File: config.mk
export PLATFORM = sky130hd
export DESIGN_NAME = package_fp32
export DESIGN_NICKNAME = d
export VERILOG_FILES = /design/src/rtl/package_fp32.sv
export SDC_FILE = /design/constraint.sdc
export NUM_CORES = 1
export LEC_CHECK = 0
export BUFFER_PORTS_ARGS = -buffer_cell sky130_fd_sc_hd__buf_4
export CORE_MARGIN = 3
export CORE_UTILIZATION = 50
export CTS_CLUSTER_SIZE = 16
export DETAILED_ROUTE_END_ITERATION = 10
export PLACE_DENSITY = 0.67
export SYNTH_ARGS = -nofsm -noshare
export SYNTH_HDL_FRONTEND = slang
export SYNTH_SLANG_ARGS = --single-unit
File: constraint.sdc
create_clock -name clk -period 10.4 [get_ports clk]
set_clock_uncertainty 0.1 [all_clocks]
set_input_delay 0.52 -clock clk [delete_from_list [all_inputs] [get_ports clk]]
set_output_delay 0.52 -clock clk [all_outputs]
set_load 0.02 [all_outputs]
File: src/rtl/package_fp32.sv
// FP32 pack stage: normalise, round-to-nearest-even, pack IEEE-754 single.
// Three registered stages (capture/lzc, normalise, round/pack) with a valid/ready handshake.
module package_fp32 #(
    parameter int EXP_W = 10
) (
    input  logic             clk,
    input  logic             rst,
    input  logic             in_valid,
    output logic             in_ready,
    input  logic             nj_mode,
    input  logic             s,
    input  logic [EXP_W-1:0] exp,
    input  logic [27:0]      frac,
    output logic             out_valid,
    input  logic             out_ready,
    output logic [31:0]      result,
    output logic             flag_ovf,
    output logic             flag_udf,
    output logic             flag_nx
);
    localparam int W = EXP_W + 2;

    logic [3:1] vld_pipe;
    logic [3:1] en;

    // stage k loads when empty or when the stage after it is moving
    assign en[3]     = ~vld_pipe[3] | out_ready;
    assign en[2]     = ~vld_pipe[2] | en[3];
    assign en[1]     = ~vld_pipe[1] | en[2];
    assign in_ready  = en[1];
    assign out_valid = vld_pipe[3];

    // stage valid shift register
    always_ff @(posedge clk) begin
        if (rst) begin
            vld_pipe <= '0;
        end else begin
            if (en[1]) vld_pipe[1] <= in_valid;
            if (en[2]) vld_pipe[2] <= vld_pipe[1];
            if (en[3]) vld_pipe[3] <= vld_pipe[2];
        end
    end

    // ---------------- stage 1: capture ----------------
    logic             s1, nj1;
    logic [EXP_W-1:0] e1;
    logic [27:0]      f1;

    // capture operand fields on a stage-1 transfer
    always_ff @(posedge clk) begin
        if (rst) begin
            s1 <= 1'b0; nj1 <= 1'b0; e1 <= '0; f1 <= '0;
        end else if (en[1] && in_valid) begin
            s1 <= s; nj1 <= nj_mode; e1 <= exp; f1 <= frac;
        end
    end

    logic [4:0] lz1;
    logic       z1;

    // leading-zero count of the captured magnitude; highest set bit wins
    always_comb begin
        lz1 = 5'd27;
        for (int i = 0; i < 28; i++)
            if (f1[i]) lz1 = 5'(27 - i);
        z1 = (f1 == '0);
    end

    // ---------------- stage 2: normalise ----------------
    logic [W-1:0] ex1, e_n, eb_n, sh;
    logic [27:0]  m_n, lost;
    logic         st_n, den_n;

    // place the leading one at bit 26, then denormalise if the biased exponent is <= 0
    always_comb begin
        ex1   = {{2{e1[EXP_W-1]}}, e1};
        st_n  = 1'b0;
        den_n = 1'b0;
        lost  = '0;
        sh    = '0;
        if (f1[27]) begin
            m_n  = {1'b0, f1[27:1]};
            st_n = f1[0];
            e_n  = ex1 + W'(1);
        end else begin
            m_n = f1 << (lz1 - 5'd1);
            e_n = ex1 - W'(lz1) + W'(1);
        end
        eb_n = e_n + W'(127);
        if (eb_n[W-1] || eb_n == '0) begin
            sh    = W'(1) - eb_n;
            den_n = 1'b1;
            if (sh >= W'(28)) begin
                // everything falls off the bottom
                st_n = st_n | (|m_n);
                m_n  = '0;
            end else begin
                lost = m_n & ((28'd1 << sh[4:0]) - 28'd1);
                st_n = st_n | (|lost);
                m_n  = m_n >> sh[4:0];
            end
            eb_n = '0;
        end
    end

    logic         s2, nj2, z2, den2, st2;
    logic [26:0]  m2;
    logic [W-1:0] eb2;

    // normalised operand register
    always_ff @(posedge clk) begin
        if (rst) begin
            s2 <= 1'b0; nj2 <= 1'b0; z2 <= 1'b0; den2 <= 1'b0; st2 <= 1'b0;
            m2 <= '0; eb2 <= '0;
        end else if (en[2] && vld_pipe[1]) begin
            s2 <= s1; nj2 <= nj1; z2 <= z1; den2 <= den_n; st2 <= st_n;
            m2 <= m_n[26:0]; eb2 <= eb_n;
        end
    end

    // ---------------- stage 3: round and pack ----------------
    logic [23:0]  mant;
    logic [24:0]  sum;
    logic         g3, st3, inc3, nx3, den3;
    logic [W-1:0] ebr;
    logic [31:0]  res_n;
    logic         ovf_n, udf_n, nx_n;

    // RNE rounding, exponent fix-up after carry, special-case selection
    always_comb begin
        mant  = m2[26:3];
        g3    = m2[2];
        st3   = m2[1] | m2[0] | st2;
        inc3  = g3 & (st3 | mant[0]);
        sum   = {1'b0, mant} + 25'(inc3);
        nx3   = g3 | st3;
        ebr   = eb2;
        den3  = den2;
        if (sum[24]) ebr = eb2 + W'(1);
        // a denormal that rounds up to 1.0 x 2^-126 becomes the minimum normal
        if (den2 && sum[23]) begin
            ebr  = W'(1);
            den3 = 1'b0;
        end
        res_n = '0;
        ovf_n = 1'b0;
        udf_n = 1'b0;
        nx_n  = 1'b0;
        if (z2) begin
            res_n = {s2, 31'b0};
        end else if (ebr >= W'(255)) begin
            res_n = {s2, 8'hFF, 23'b0};
            ovf_n = 1'b1;
            nx_n  = 1'b1;
        end else if (den3) begin
            if (nj2) begin
                res_n = {s2, 31'b0};
                udf_n = 1'b1;
                nx_n  = 1'b1;
            end else begin
                res_n = {s2, 8'h00, sum[22:0]};
                udf_n = nx3;
                nx_n  = nx3;
            end
        end else begin
            res_n = {s2, ebr[7:0], sum[22:0]};
            nx_n  = nx3;
        end
    end

    // output register; holds while stalled by out_ready
    always_ff @(posedge clk) begin
        if (rst) begin
            result <= '0; flag_ovf <= 1'b0; flag_udf <= 1'b0; flag_nx <= 1'b0;
        end else if (en[3] && vld_pipe[2]) begin
            result <= res_n; flag_ovf <= ovf_n; flag_udf <= udf_n; flag_nx <= nx_n;
        end
    end

endmodule

==> metrics.log, run 1 <==
[metrics] status: complete, no violations
[metrics] x dimension of the die: approximately 170 um
[metrics] number of buffers between clock root and the deepest sink: 2
[metrics] highest-delay cell along the critical path: sky130_fd_sc_hd__a21oi_1
[metrics] initial DRC count: 2,134
[metrics] cell count after synthesis: between 1,500 and 2,000
[metrics] number of vias after detailed routing: between 10,000 and 15,000
[metrics] Area growth, synth to finish: 9.72%
[metrics] number of flops mapped to enable cells by yosys: 0
[metrics] final non-filler cell total: roughly 2,100
[metrics] first-pass GRT wire length: about 77,000 um
[metrics] clock latency at the later pin of the worst-skew pair: about 0.42 ns
[metrics] root buf cell: sky130_fd_sc_hd__clkbuf_16
[metrics] number of filler instances in the final layout: 2,448
[metrics] register bit total from synthesis: between 100 and 150
[metrics] reported leakage power: ~5.3 nW
[metrics] endpoint required time on the critical path: ~11 ns
[metrics] Total Neg Setup Slack: 0 ns
[metrics] # setup viols final: 0
[metrics] share of synthesized area occupied by flip-flops and latches: between 15 and 20%
[metrics] antenna diode count: 0
[metrics] number of antenna violations at the first check in global routing: 0
[metrics] FP Rows: 57
[metrics] power density of the placed cells: roughly 280 mW/mm2
[metrics] most used cell along the critical path: sky130_fd_sc_hd__ha_1
[metrics] leading register cell type out of synthesis: sky130_fd_sc_hd__dfxtp_1
[metrics] net total in the final layout: between 1,500 and 2,000
[metrics] Synth warnings: 0
[metrics] count of unique library cells instantiated by Yosys: 104
[metrics] post-layout min period: roughly 9.5 ns
[metrics] core area: 0.0247 mm2
[metrics] # DRC: 0
[metrics] remaining antenna violation count after routing: 0
[metrics] effective utilization at floorplan: around half
[metrics] Die Outline Area: around 0.027 mm2
[metrics] synthesized netlist net count: between 1,500 and 2,000
[metrics] maximum fanout encountered on the critical timing path: 35
[metrics] total iterations of the first detailed-routing run: 6
[metrics] Tightest Pin Transition: approximately 1.1 ns
[metrics] endpoint type of the worst setup path: register
[metrics] Buffers on Ports: 80
[metrics] highest achievable clock rate: roughly 0.11 GHz
[metrics] TritonCTS clock tree: yes
[metrics] height of the chip: 165 um
[metrics] share of post-route cells with drive strength above 1: a little over an eighth
[metrics] hpwl dp: approximately 36,000 um
[metrics] maxcap violations: 0
[metrics] residual overflow from global routing: 0
[metrics] Placed Instances: around 2,000
[metrics] total standard cell area after synthesis: 0.0127 mm2
[metrics] worst slew slack as a fraction of its limit: between 20 and 30%
[metrics] worst IR drop on VDD: 0.203 mV
[metrics] post-synthesis average cell area: 7.32 um2
[metrics] Worst Hold Margin: roughly 0.24 ns
[metrics] final slew viol count: 0
[metrics] total design power: a little under 4 mW
[metrics] number of ports placed on the die boundary: 81
[metrics] final clock period utilization by the worst path: 91.3%
[metrics] number of clock sinks seen by CTS: 122
[metrics] Critical Path Start Type: register
[metrics] clock buffers created by TritonCTS: 17
[metrics] worst min-delay path category: input port to register
[metrics] proportion of synthesized flip-flops having asynchronous set or reset: 0%
[metrics] number of hold buffers added after CTS: 0
[metrics] depth of the CTS H-tree: 4
[metrics] commonest non-fill, non-tap cell in the layout: sky130_fd_sc_hd__nand2_1
[metrics] stage delay of the slowest cell on the critical path: between 0.7 and 0.8 ns
[metrics] Crit Path Category: register to register
[metrics] number of setup buffers added after CTS: 0
[metrics] routed vias/inst: approximately 7
[metrics] gr usage total: 35.6%
[metrics] last weighted congestion value of the routability-driven placer: ~1.0
[metrics] data arrival time of the worst path: between 9 and 10 ns
[metrics] wire length per cell after detailed routing: between 20 and 25 um
[metrics] maximum number of pins on one net before global-route repair: approximately 90
[metrics] sum of routed wire length over all layers: 49,600 um
[metrics] via count of the first global-routing pass: roughly 13,000
[metrics] final hold viol count: 0
[metrics] cells resized by post-CTS repair: 0
[metrics] commonest cells after routing, fill and taps aside: sky130_fd_sc_hd__nand2_1, sky130_fd_sc_hd__nor2_1, sky130_fd_sc_hd__a21oi_1
[metrics] clock-pin slew on the worst setup and hold paths: 0.07 ns
[metrics] RSZ-0062 raised after global routing: no
==> final cells by class <==
class | instances | area [um2] | share of cell area (%)
Timing Repair Buffer | 108 | 811 | 5.81
Clock inverter | 15 | 204 | 1.46
Multi-Input combinational cell | 1425 | 9500 | 68.1
Tap cell | 324 | 405 | 2.91
Inverter | 41 | 154 | 1.10
Sequential cell | 122 | 2440 | 17.5
Clock buffer | 17 | 425 | 3.05
==> report_power, final <==
group | internal, mW | switching [mW] | leakage, nW | total, mW
sequential | 0.493 | 0.0438 | 0.996 | 0.537
clock | 0.389 | 0.277 | 0.312 | 0.666
combinational | 0.904 | 1.81 | 3.96 | 2.71
==> kinds of logic after synthesis <==
group / share of synthesized area, %
AOI/OAI and AO/OA: 33.3
xor gates and xnor gates: 3.67
DFF: 19.2
and+or+nand+nor: 25.1
adders and majority gates: 3.50
muxes: 8.90
buffers and inverters: 6.29
==> worst max-delay path, delay by kind of cell, from the launching register on <==
family / cells / cell delay (ns)
adder cells (fa/ha/maj): 4 / 1.62
AND/OR/NAND/NOR: 7 / 2.16
flip-flops: 1 / 0.58
buffers and inverters: 7 / 1.63
AO/OA/AOI/OAI: 9 / 2.65
multiplexers: 1 / 0.16
XOR/XNOR: 1 / 0.42
==> routing by layer <==
layer / up-vias / wire length [um] / GRT usage [%]
li1: 6538 / - / -
met1: 6699 / 20400 / 46.5
met2: 862 / 21700 / 55.4
met3: 215 / 4470 / 7.11
met4: 0 / 3060 / 18.6
met5: - / 0 / 0
==> state kept, by name (all words and copies together), names as in the netlist <==
name	count
result	32
f1	28
m2	27
eb2	12
e1	10
vld_pipe	3
den2	1
flag_nx	1
flag_ovf	1
flag_udf	1
nj1	1
nj2	1
s1	1
s2	1
st2	1
z2	1
==> metrics by stage <==
step	cell area (um2)	worst slack (ns)	util, %
after detailed placement	13300	1.37	54.0
after global routing	13900	0.358	56.5
after CTS	13900	1.30	56.5
after global placement	13300	1.64	54.0
after floorplan	12700	2.32	-
final	13900	0.905	56.5
==> synth_stat cells (all sizes together), types with 19 or more instances <==
| cell type | n | area, um2 |
|---|---|---|
| a211oi | 39 | 313 |
| a21oi | 142 | 718 |
| a22oi | 38 | 285 |
| a31oi | 19 | 125 |
| and2 | 20 | 128 |
| and3 | 20 | 125 |
| buf | 47 | 263 |
| clkbuf | 102 | 383 |
| dfxtp | 122 | 2440 |
| ha | 34 | 425 |
| inv | 38 | 143 |
| mux2i | 50 | 500 |
| mux4 | 20 | 450 |
| nand2 | 219 | 830 |
| nand3 | 55 | 280 |
| nand4 | 19 | 119 |
| nor2 | 158 | 596 |
| nor3 | 63 | 320 |
| nor4 | 20 | 144 |
| o211ai | 37 | 278 |
| o21ai | 79 | 407 |
| xnor2 | 28 | 245 |
| xor2 | 20 | 175 |
==> path summary, 6_finish.rpt <==
path | to | startpoint | slack [ns] | cells after the start
worst min-delay path | nj1$_SDFFE_PP0P_ | nj_mode | 0.24 | 3
worst max-delay path | st2$_SDFFE_PP0P_ | f1[24]$_SDFFE_PP0P_ | 0.91 | 29
worst min register to register | s2$_SDFFE_PP0P_ | s2$_SDFFE_PP0P_ | 0.36 | 2
worst max register to register | st2$_SDFFE_PP0P_ | f1[24]$_SDFFE_PP0P_ | 0.91 | 29
(Power assumes the default switching activity.)
==> run 2, diff against run 1 <==
--- a/config.mk
+++ b/config.mk
@@ -6,7 +6,6 @@
 export NUM_CORES = 1
 export LEC_CHECK = 0
 export BUFFER_PORTS_ARGS = -buffer_cell sky130_fd_sc_hd__buf_4
-export CORE_MARGIN = 3
 export CORE_UTILIZATION = 50
 export CTS_CLUSTER_SIZE = 16
 export DETAILED_ROUTE_END_ITERATION = 10
==> constraint.sdc (replaced) <==
create_clock -name clk -period 9.6 [get_ports clk]
set_clock_uncertainty 0.1 [all_clocks]
set_input_delay 0.48 -clock clk [delete_from_list [all_inputs] [get_ports clk]]
set_output_delay 0.48 -clock clk [all_outputs]
set_load 0.02 [all_outputs]
==> run 2 against run 1 <==
Against the previous run: flip-flop and latch count unchanged; critical endpoint unchanged; first-iteration DRC count shrank 22%; die area fell by 4.8%.
==> metrics.log, run 2 (synthesis gave the netlist of run 1 again) <==
[metrics] residual overflow from global routing: 0 (unchanged)
[metrics] maximum number of pins on one net before global-route repair: 81 (-11%)
[metrics] effective utilization at floorplan: 51.7% (+0.15 points)
[metrics] buffers and inverters on the worst path: 6 (-1)
[metrics] hpwl dp: 35,300 um (-2.4%)
[metrics] stage delay of the slowest cell on the critical path: 0.59 ns (-0.19 ns)
[metrics] number of clock sinks seen by CTS: 122 (unchanged)
[metrics] Final Core Density: 56.5% (about the same)
[metrics] post-layout instance area: 0.0139 mm2 (-0.29%)
[metrics] NetSw: 2.29 mW (+7.7%)
[metrics] endpoint required time on the critical path: 9.80 ns (-0.79 ns)
[metrics] number of buffers between clock root and the deepest sink: 2 (unchanged)
[metrics] family of cells with the greatest summed delay on the critical path: simple AND/OR/NAND/NOR gates
[metrics] last weighted congestion value of the routability-driven placer: 1.03 (+0.85%)
[metrics] gr usage total: 36.6% (+1.1 points)
[metrics] reported leakage power: 5.23 nW (-0.65%)
[metrics] setup slack at placement: 1.01 ns (-0.367 ns)
[metrics] number of setup buffers added after CTS: 0 (unchanged)
[metrics] clock-pin slew on the worst setup and hold paths: 0.07 ns (about the same)
[metrics] worst slew slack as a fraction of its limit: 29.3% (+1.0 points)
[metrics] number of cells on the critical path: 26 (-10%)
[metrics] highest achievable clock rate: 0.113 GHz (+7.0%)
[metrics] highest-delay cell along the critical path: sky130_fd_sc_hd__dfxtp_1
[metrics] worst IR drop on VDD: 0.233 mV (+15%)
[metrics] cells resized by post-CTS repair: 0 (unchanged)
[metrics] FP Rows: 57 (unchanged)
[metrics] number of flip-flops under the largest register name: 32 (unchanged)
[metrics] most flop-heavy register: result
[metrics] core area: 0.0246 mm2 (-0.29%)
[metrics] final hold viol count: 0 (unchanged)
[metrics] final clock period utilization by the worst path: 92.5% (+1.2 points)
[metrics] post-route setup slack: 0.724 ns (-0.181 ns)
[metrics] power density of the placed cells: 299 mW/mm2 (+6.6%)
[metrics] x dimension of the die: 161 um (-2.4%)
[metrics] root buf cell: sky130_fd_sc_hd__clkbuf_16
[metrics] worst reg-to-reg path cell count: 26 (-10%)
[metrics] Critical Path Start Type: register
[metrics] number of hold buffers added after CTS: 0 (unchanged)
[metrics] number of ports placed on the die boundary: 81 (unchanged)
[metrics] Crit Path Category: register to register
[metrics] endpoint type of the worst setup path: register
[metrics] status: complete, no violations
[metrics] Buffers on Ports: 80 (unchanged)
[metrics] via count of the first global-routing pass: 13,170 (-0.33%)
[metrics] commonest cells after routing, fill and taps aside: sky130_fd_sc_hd__nand2_1, sky130_fd_sc_hd__nor2_1, sky130_fd_sc_hd__a21oi_1
[metrics] # setup viols final: 0 (unchanged)
[metrics] post-layout min period: 8.88 ns (-0.619 ns)
[metrics] worst min-delay path category: input port to register
[metrics] maximum fanout encountered on the critical timing path: 46 (+31%)
[metrics] highest metal layer with signal wires: met4
[metrics] height of the chip: 161 um (-2.4%)
[metrics] net total in the final layout: 1,795 (+0.056%)
[metrics] met2 routed wirelength: 21,300 um (-1.9%)
[metrics] total length of routed met3 wires: 4360 um (-2.4%)
[metrics] sum of routed wire length over all layers: 48,100 um (-3.0%)
[metrics] number of antenna violations at the first check in global routing: 0 (unchanged)
[metrics] remaining antenna violation count after routing: 0 (unchanged)
[metrics] depth of the CTS H-tree: 4 (unchanged)
[metrics] data arrival time of the worst path: 9.07 ns (-0.61 ns)
[metrics] total iterations of the first detailed-routing run: 8 (+2)
[metrics] # DRC: 0 (unchanged)
[metrics] clock group share of total power: 15.6% (-1.4 points)
[metrics] share of post-route cells with drive strength above 1: 13.5% (+0.050 points)
[metrics] Worst Hold Margin: 0.198 ns (-0.0435 ns)
[metrics] RSZ-0062 raised after global routing: no
[metrics] maxcap violations: 0 (unchanged)
[metrics] logic gate share of total power: 70.4% (+1.1 points)
[metrics] Total Neg Setup Slack: 0 ns (unchanged)
[metrics] clock latency at the later pin of the worst-skew pair: 0.43 ns (about the same)
[metrics] number of vias after detailed routing: 14,149 (-1.2%)
[metrics] commonest non-fill, non-tap cell in the layout: sky130_fd_sc_hd__nand2_1
[metrics] TritonCTS clock tree: yes
[metrics] routed vias/inst: 6.89 (-1.2%)
[metrics] antenna diode count: 0 (unchanged)
[metrics] clock buffers created by TritonCTS: 17 (unchanged)
[metrics] Die Outline Area: 0.0261 mm2 (-4.8%)
[metrics] area of placed instances: 0.0133 mm2 (about the same)
[metrics] Area growth, synth to finish: 9.40%
[metrics] count of cells along the worst hold path: 3 (unchanged)
[metrics] wire length per cell after detailed routing: 23.4 um (-3.1%)
[metrics] routed length on met1: 19,400 um (-5.0%)
[metrics] Tightest Pin Transition: 1.06 ns (-0.0127 ns)
[metrics] number of filler instances in the final layout: 2,423 (-1.0%)
[metrics] Int Power: 1.87 mW (+4.6%)
[metrics] share of total power consumed by net switching: 55.1% (+0.72 points)
[metrics] initial DRC count: 1,675 (-22%)
[metrics] proportion of power drawn by flip-flops and latches: 14.0% (+0.3 points)
[metrics] first-pass GRT wire length: 75,400 um (-1.8%)
[metrics] biggest regs: result (32), f1 (28), m2 (27)
[metrics] final slew viol count: 0 (unchanged)
[run 2: changes by cell type in the layout (fill, tap and decap cells not counted), sizes merged]
cell / delta
clkinvlp: +4
bufinv: -3
clkinv: -2
buf: +1
inv: +1
[run 2: per-layer routing]
layer,vias up,GRT usage (%)
li1,6553,-
met1,6547,46.2
met2,844,58.0
met3,205,6.93
met4,0,21.9
met5,-,0
[run 2: worst paths after layout]
check / from / endpoint / slack (ns)
hold / removal: s / s1$_SDFFE_PP0P_ / 0.20
setup / recovery: f1[24]$_SDFFE_PP0P_ / st2$_SDFFE_PP0P_ / 0.72
setup reg to reg: f1[24]$_SDFFE_PP0P_ / st2$_SDFFE_PP0P_ / 0.72
hold reg to reg: nj1$_SDFFE_PP0P_ / nj2$_SDFFE_PP0P_ / 0.36
[run 2: final cells by class]
cell class	instances	area [um2]	share of cell area [%]
tap	324	405	2.92
sequential	122	2440	17.6
clock inverter	15	156	1.12
clock buffer	17	425	3.06
timing repair buffer	109	818	5.89
multi-input combinational	1425	9500	68.3
inverter	41	154	1.11
[run 2: stage by stage]
step,instances,power [mW]
2_1_floorplan,1737,2.62
3_3_place_gp,2021,3.41
3_5_place_dp,2021,3.38
4_1_cts,2053,4.04
5_1_grt,2053,4.35
6_report,2053,4.16
[run 2: power by group through the flow]
stage          sequential (mW)  clock [mW]  combinational, mW
3_5_place_dp             0.593           0               2.79
5_1_grt                  0.586       0.680               3.09
3_3_place_gp             0.592           0               2.82
6_report                 0.583       0.649               2.93
4_1_cts                  0.581       0.657               2.80
2_1_floorplan            0.570           0               2.05
[run 2: worst min-delay path, stage by stage]
cell                      delay, ns
sky130_fd_sc_hd__buf_4         0.11
sky130_fd_sc_hd__nand2_1       0.04
sky130_fd_sc_hd__a21oi_1       0.05
